==> config.mk <==
export PLATFORM = sky130hd
export DESIGN_NAME = crc_store_arbiter
export DESIGN_NICKNAME = d
export VERILOG_FILES = /design/src/rtl/crc_store_arbiter_pkg.sv /design/src/rtl/crc_store_arbiter_rr_picker.sv /design/src/rtl/crc_store_arbiter.sv
export SDC_FILE = /design/constraint.sdc
export NUM_CORES = 1
export LEC_CHECK = 0
export CAP_MARGIN = 20
export CORE_AREA = 2 2 124 126
export DETAILED_ROUTE_END_ITERATION = 12
export DIE_AREA = 0 0 126 128
export PLACE_DENSITY_LB_ADDON = 0.3
export SLEW_MARGIN = 20
export SYNTH_ARGS = -nofsm -noshare
export SYNTH_HDL_FRONTEND = slang
export SYNTH_SLANG_ARGS = --single-unit
==> constraint.sdc <==
create_clock -name clk -period 3.7 [get_ports clk]
set_input_delay 0.925 -clock clk [delete_from_list [all_inputs] [get_ports clk]]
set_output_delay 0.925 -clock clk [all_outputs]
set_load 0.02 [all_outputs]
==> src/rtl/crc_store_arbiter_pkg.sv <==
`default_nettype none
// ============================================================================
// Module      : crc_store_arbiter_pkg
// Description : Shared definitions for the CRC store arbiter: NIOS bus
//               widths, arbiter state encodings and default lock timeout.
// Revision    : 1.0 - initial release
// ============================================================================
package crc_store_arbiter_pkg;

  // NIOS Avalon-MM word address and data widths
  localparam int CRC_NIOS_ADDR_WIDTH = 27;
  localparam int CRC_NIOS_DATA_WIDTH = 32;

  // Default number of HOLD cycles before a stuck lock is forced free
  localparam int CRC_LOCK_TIMEOUT_DEFAULT = 16;

  // Arbiter states; the spare encoding 2'b11 falls back to IDLE
  typedef enum logic [1:0] {
    CRC_ARB_IDLE  = 2'b00,
    CRC_ARB_GRANT = 2'b01,
    CRC_ARB_HOLD  = 2'b10
  } crc_arb_state_t;

endpackage : crc_store_arbiter_pkg
`default_nettype wire

==> src/rtl/crc_store_arbiter_rr_picker.sv <==
`default_nettype none
// ============================================================================
// Module      : crc_store_arbiter_rr_picker
// Description : Combinational round-robin first-one picker. Scans the
//               request vector upward from rr_ptr with wrap-around and
//               reports the first set position.
// Revision    : 1.0 - initial release
// ============================================================================
module crc_store_arbiter_rr_picker
  import crc_store_arbiter_pkg::*;
#(
  parameter int NUM_REQ   = 4,
  parameter int IDX_WIDTH = 2
) (
  input  logic [NUM_REQ-1:0]   req,
  input  logic [IDX_WIDTH-1:0] rr_ptr,
  output logic                 valid,
  output logic [IDX_WIDTH-1:0] index
);

  // Walk from the farthest position back to rr_ptr so the nearest hit wins
  always_comb begin
    int                   pos;
    logic [IDX_WIDTH-1:0] pos_idx;
    valid   = 1'b0;
    index   = '0;
    pos     = 0;
    pos_idx = '0;
    for (int k = NUM_REQ - 1; k >= 0; k--) begin
      pos     = (int'(rr_ptr) + k) % NUM_REQ;
      pos_idx = IDX_WIDTH'(pos);
      if (req[pos_idx]) begin
        valid = 1'b1;
        index = pos_idx;
      end
    end
  end

endmodule : crc_store_arbiter_rr_picker
`default_nettype wire

==> src/rtl/crc_store_arbiter.sv <==
`default_nettype none
// ============================================================================
// Module      : crc_store_arbiter
// Description : Round-robin arbiter sharing one Avalon-MM write master among
//               NUM_REQ store buffers. A requester may lock its grant across
//               beats so two-beat fingerprint commits are never interleaved.
//               Optional macro CRC_ARB_TIMEOUT_EN adds a HOLD timeout that
//               forcibly releases a lock and pulses lock_timeout.
// Revision    : 1.0 - initial release
// ============================================================================
module crc_store_arbiter
  import crc_store_arbiter_pkg::*;
#(
  parameter int NUM_REQ      = 4,
  parameter int IDX_WIDTH    = 2,
  parameter int ADDR_WIDTH   = CRC_NIOS_ADDR_WIDTH,
  parameter int DATA_WIDTH   = CRC_NIOS_DATA_WIDTH,
  parameter int LOCK_TIMEOUT = CRC_LOCK_TIMEOUT_DEFAULT
) (
  input  logic                         clk,
  input  logic                         reset,
  input  logic [NUM_REQ-1:0]           req_write,
  input  logic [NUM_REQ-1:0]           req_lock,
  input  logic [NUM_REQ*ADDR_WIDTH-1:0] req_address,
  input  logic [NUM_REQ*DATA_WIDTH-1:0] req_writedata,
  output logic [NUM_REQ-1:0]           req_waitrequest,
  output logic [ADDR_WIDTH-1:0]        master_address,
  output logic                         master_write,
  output logic [DATA_WIDTH-1:0]        master_writedata,
  input  logic                         master_waitrequest,
  output logic [IDX_WIDTH-1:0]         grant_id,
  output logic                         busy,
  output logic                         lock_timeout
);

  localparam logic [IDX_WIDTH-1:0] c_last_idx = IDX_WIDTH'(NUM_REQ - 1);

  crc_arb_state_t       r_state, w_state_nxt;
  logic [IDX_WIDTH-1:0] r_grant_id, w_grant_nxt;
  logic [IDX_WIDTH-1:0] r_rr_ptr, w_rr_nxt;
  logic [IDX_WIDTH-1:0] w_ptr_adv;
  logic [IDX_WIDTH-1:0] w_pick_idx;
  logic                 w_pick_valid;
  logic                 w_write_sel;
  logic                 w_lock_sel;
  logic                 w_in_grant;
  logic                 w_beat_done;

  logic [ADDR_WIDTH-1:0] w_addr_arr [NUM_REQ];
  logic [DATA_WIDTH-1:0] w_data_arr [NUM_REQ];

`ifdef CRC_ARB_TIMEOUT_EN
  localparam logic [7:0] c_timeout_last = 8'(LOCK_TIMEOUT - 1);
  logic [7:0] r_hold_cnt, w_hold_cnt_nxt;
  logic       w_timeout_hit;
`endif

  // Split the packed request buses into per-requester words
  for (genvar g = 0; g < NUM_REQ; g++) begin : g_unpack
    assign w_addr_arr[g] = req_address[g*ADDR_WIDTH +: ADDR_WIDTH];
    assign w_data_arr[g] = req_writedata[g*DATA_WIDTH +: DATA_WIDTH];
    // Only the requester in GRANT may see its beat accepted
    assign req_waitrequest[g] =
      !(w_in_grant && (r_grant_id == IDX_WIDTH'(g))) || master_waitrequest;
  end

  crc_store_arbiter_rr_picker #(
    .NUM_REQ   (NUM_REQ),
    .IDX_WIDTH (IDX_WIDTH)
  ) u_picker (
    .req    (req_write),
    .rr_ptr (r_rr_ptr),
    .valid  (w_pick_valid),
    .index  (w_pick_idx)
  );

  assign w_in_grant       = (r_state == CRC_ARB_GRANT);
  assign w_write_sel      = req_write[r_grant_id];
  assign w_lock_sel       = req_lock[r_grant_id];
  assign w_ptr_adv        = (r_grant_id == c_last_idx) ? '0 : r_grant_id + 1'b1;
  assign master_write     = w_in_grant && w_write_sel;
  assign w_beat_done      = master_write && !master_waitrequest;
  assign master_address   = w_addr_arr[r_grant_id];
  assign master_writedata = w_data_arr[r_grant_id];
  assign grant_id         = r_grant_id;
  assign busy             = (r_state != CRC_ARB_IDLE);

`ifdef CRC_ARB_TIMEOUT_EN
  assign lock_timeout = w_timeout_hit;
`else
  assign lock_timeout = 1'b0;
`endif

  // State, grant and round-robin pointer registers
  always_ff @(posedge clk or posedge reset) begin
    if (reset) begin
      r_state    <= CRC_ARB_IDLE;
      r_grant_id <= '0;
      r_rr_ptr   <= '0;
`ifdef CRC_ARB_TIMEOUT_EN
      r_hold_cnt <= '0;
`endif
    end else begin
      r_state    <= w_state_nxt;
      r_grant_id <= w_grant_nxt;
      r_rr_ptr   <= w_rr_nxt;
`ifdef CRC_ARB_TIMEOUT_EN
      r_hold_cnt <= w_hold_cnt_nxt;
`endif
    end
  end

  // Next-state logic; every release path hands priority to the next index
  always_comb begin
    w_state_nxt = r_state;
    w_grant_nxt = r_grant_id;
    w_rr_nxt    = r_rr_ptr;
`ifdef CRC_ARB_TIMEOUT_EN
    w_hold_cnt_nxt = r_hold_cnt;
    w_timeout_hit  = 1'b0;
`endif
    case (r_state)
      CRC_ARB_IDLE: begin
        if (w_pick_valid) begin
          w_grant_nxt = w_pick_idx;
          w_state_nxt = CRC_ARB_GRANT;
        end
      end
      CRC_ARB_GRANT: begin
        if (w_beat_done) begin
          if (w_lock_sel) begin
            w_state_nxt = CRC_ARB_HOLD;
`ifdef CRC_ARB_TIMEOUT_EN
            w_hold_cnt_nxt = '0;
`endif
          end else begin
            w_state_nxt = CRC_ARB_IDLE;
            w_rr_nxt    = w_ptr_adv;
          end
        end else if (!w_write_sel) begin
          // Requester abandoned its beat; release rather than stall the bus
          w_state_nxt = CRC_ARB_IDLE;
          w_rr_nxt    = w_ptr_adv;
        end
      end
      CRC_ARB_HOLD: begin
        if (w_write_sel) begin
          w_state_nxt = CRC_ARB_GRANT;
        end else if (!w_lock_sel) begin
          w_state_nxt = CRC_ARB_IDLE;
          w_rr_nxt    = w_ptr_adv;
        end else begin
`ifdef CRC_ARB_TIMEOUT_EN
          if (r_hold_cnt == c_timeout_last) begin
            w_state_nxt   = CRC_ARB_IDLE;
            w_rr_nxt      = w_ptr_adv;
            w_timeout_hit = 1'b1;
          end else begin
            w_hold_cnt_nxt = r_hold_cnt + 8'd1;
          end
`endif
        end
      end
      default: begin
        w_state_nxt = CRC_ARB_IDLE;
      end
    endcase
  end

endmodule : crc_store_arbiter
`default_nettype wire

==> impl_metrics.env, run 1 <==
export IMPL_status="finished clean"
export IMPL_peakVddDrop_mv=0.269
export IMPL_crit_path_end_kind="primary output"
export IMPL_critPathArrivalTime_ns=2.63
export IMPL_h_tree_depth=1
export IMPL_hold_worst_slack_ns=0.538
export IMPL_holdCritPathClass="register to register"
export IMPL_stdcell_area_sq_um=5410
export IMPL_die_h_microns=128
export IMPL_insertion_delay_ns=0.23
export IMPL_synthCells=133
export IMPL_die_w_microns=126
export IMPL_utilization_pct=36.4
export IMPL_syn_area_sq_um=1920
export IMPL_r2r_slack_ns=1.53
export IMPL_clkTransAtPathRegs_ns=0.03
export IMPL_final_setup_viol_count=0
export IMPL_fin_crit_ns=3.56
export IMPL_syn_avg_cell_area_sq_um=14.4
export IMPL_dp_cells=630
export IMPL_power_density_nw_per_um2=570
export IMPL_wirelength_microns=12000
export IMPL_gp_congestion=0.823
export IMPL_path_cells="clkdlybuf4s50_1 > mux4_2 > and3_1 > clkdlybuf4s50_1"
export IMPL_finalSetupTns_ns=0
export IMPL_drive_above_1_share_pct=18.4
export IMPL_clock_fmax_ghz=0.281
export IMPL_grt_pass1_vias=2976
export IMPL_drv_slew=0
export IMPL_syn2layout_area_growth_pct=182
export IMPL_numPortBuffers=313
export IMPL_worstSetupPathType="primary input to primary output"
export IMPL_p_comb_share_pct=87.6
export IMPL_cts_buffer_depth=2
export IMPL_postCtsHoldBufs=0
export IMPL_pwr_share_seq_pct=6.7
export IMPL_critical_path_max_stage_delay_ns=0.54
export IMPL_core_area_sq_um=14900
export IMPL_grt_overflow=0
export IMPL_via_per_inst=4.25
export IMPL_synth_cell_types=28
export IMPL_p_switching_uw=1300
export IMPL_clkPwrFrac_pct=5.8
export IMPL_worst_r2r_path_depth=5
export IMPL_max_slew_margin_pct=64.0
export IMPL_cts_resized_gates=0
export IMPL_clock_sinks=6
export IMPL_placed_area_sq_um=5330
export IMPL_rsz0062_at_grt="no"
export IMPL_tightest_slew_ns=0.539
export IMPL_clockRootBuffer="clkbuf_16"
export IMPL_cts_buffers=3
export IMPL_antenna_found_initial=0
export IMPL_worstReg2RegStart="grant_id[0]$_DFFE_PP0P_"
export IMPL_crit_top_cell="clkdlybuf4s50_1"
export IMPL_stdcell_count=634
export IMPL_ios=315
export IMPL_fin_worst_skew_ns=0.00140
export IMPL_ys_seq_area_share_pct=7.83
export IMPL_fin_crit_sh_pct=96.1
export IMPL_globalRouteTotalUtil_pct=13.9
export IMPL_diodes=0
export IMPL_grt_pass1_wl_microns=17500
export IMPL_synth_seq_cells=6
export IMPL_hp_start="r_state[1]$_DFFE_PP0P_"
export IMPL_r2r_end="r_rr_ptr[0]$_DFFE_PP0P_"
export IMPL_wl_per_cell_microns=18.9
export IMPL_die_area_sq_um=16100
export IMPL_syn_nets=384
export IMPL_first_iter_violations=96
export IMPL_dp_hpwl_microns=10500
export IMPL_drtPass1Iterations=4
export IMPL_multi_input_area_sq_um=1680
export IMPL_drc=0
export IMPL_hold_path_endpoint="r_state[0]$_DFFE_PP0P_"
export IMPL_hold_viol_final=0
export IMPL_ys_warn_count=0
export IMPL_cp_start_kind="primary input"
export IMPL_whs_path_depth=1
export IMPL_p_int_uw=1790
export IMPL_cp_slowest_cell="clkdlybuf4s50_1"
export IMPL_layout_nets=698
export IMPL_regArea_sq_um=155
export IMPL_grt_max_degree=29
export IMPL_final_fill_count=1468
export IMPL_ant_nets=0
export IMPL_row_count=45
export IMPL_cts_setup_buffers=0
export IMPL_switching_share_pct=42.1
export IMPL_crit_required_ns=2.77
export IMPL_maxCapViolCount=0
export IMPL_start_util_pct=12.9
export IMPL_num_vias=2694
export IMPL_cp_max_fo=5
export IMPL_leakage_uw=0.00190
export IMPL_cts_tree="done"
==> how the worst max path moves through the flow <==
stage / slack [ns] / depth (start not counted) / to / startpoint
after floorplan: 1.05 / 2 / master_write / req_write[3]
after CTS: 0.13 / 4 / master_write / req_write[1]
after global routing: 0.04 / 4 / req_waitrequest[3] / master_waitrequest
after global placement: 0.16 / 4 / master_write / req_write[1]
after detailed placement: 0.14 / 4 / master_write / req_write[1]
final: 0.14 / 4 / master_write / req_write[1]
==> critical path, delay by kind of cell <==
| kind | cells | cell delay [ns] |
|---|---|---|
| buf+inv | 2 | 1.01 |
| mux | 1 | 0.50 |
| simple gates | 1 | 0.20 |
==> logic make-up (layout without fill, tap and decap cells) <==
logic type,after synthesis,in the layout,share of synthesized area (%)
and+or+nand+nor,23,23,6.20
other,1,1,0.196
muxes,66,66,74.5
buffers and inverters,21,334,4.76
adders and majority gates,4,4,2.61
DFF,6,6,7.83
AOI/OAI and AO/OA,12,12,3.91
==> state kept, by name, indices dropped and copies added, names as in the netlist <==
| register | cells |
|---|---|
| r_rr_ptr | 2 |
| r_state | 2 |
| grant_id | 2 |
==> per-stage QoR <==
| step | total power, uW | setup slack (ns) |
|---|---|---|
| after floorplan | 1690 | 1.05 |
| after global placement | 2930 | 0.155 |
| after detailed placement | 2940 | 0.142 |
| after CTS | 3130 | 0.134 |
| after global routing | 3280 | 0.0366 |
| final | 3080 | 0.144 |
==> area by class of cell <==
cell class,instances,share of cell area [%]
Sequential cell,6,2.87
Timing Repair Buffer,324,59.9
Tap cell,188,4.35
Inverter,6,0.416
Clock buffer,4,1.46
Multi-Input combinational cell,106,31.0
==> layout by cell type, fill, tap and decap left out, types with 2 or more instances in the layout <==
cell type,count
o22ai_1,2
inv_1,6
ha_1,4
clkbuf_16,3
mux2_1,3
dfrtp_1,4
buf_4,9
buf_12,2
nor2_1,5
mux4_2,61
clkdlybuf4s50_1,313
nand2_1,7
a21oi_1,4
nand2b_1,3
or2_2,3
a31oi_1,2
==> synth_stat cells <==
cell type  instances  area share, %
a21oi_1            4            1.0
a31oi_1            2           0.65
and3_1             1           0.33
buf_1              1           0.20
buf_2              7            1.8
buf_4              1           0.39
clkbuf_1           6            1.2
conb_1             1           0.20
dfrtp_1            6            7.8
ha_1               4            2.6
inv_1              6            1.2
mux2_1             3            1.8
mux2_2             1           0.59
mux2i_1            1           0.52
mux4_2            61             72
nand2_1            7            1.4
nand2b_1           3           0.98
nor2_1             5           0.98
nor2b_1            1           0.33
nor3_2             1           0.52
nor3b_1            1           0.39
nor4_1             1           0.33
o21a_1             1           0.39
o21ai_0            1           0.26
o221ai_1           1           0.46
o22ai_1            2           0.65
o41ai_1            1           0.46
or2_2              3           0.98
==> power by group through the flow <==
stage / Combinational (uW) / Clock [uW] / Sequential [uW]
6_report: 2700 / 178 / 206
5_1_grt: 2860 / 185 / 226
4_1_cts: 2740 / 181 / 215
3_5_place_dp: 2720 / 0 / 215
3_3_place_gp: 2710 / 0 / 214
2_1_floorplan: 1550 / 0 / 145
==> routing by layer <==
layer | routed length, microns | global-route usage (%) | vias up
met5 | 0 | 0 | -
met4 | 63 | 1.68 | 0
met3 | 747 | 2.42 | 8
met2 | 6350 | 25.4 | 141
met1 | 4840 | 17.6 | 1327
li1 | - | - | 1218
(Power assumes the default switching activity.)
==> run 2: changes to the inputs <==
Settings changed: ABC_CLOCK_PERIOD_IN_PS set to 3700, HOLD_SLACK_MARGIN set to 0.1.
==> results of run 2 <==
Same layout as run 1: the final DEF is identical, and so are final timing and power.
==> run 3: changes to the inputs <==
Settings changed: GPL_ROUTABILITY_DRIVEN set to 1.
==> results of run 3 <==
Same layout as run 1: the final DEF is identical, and so are final timing and power.
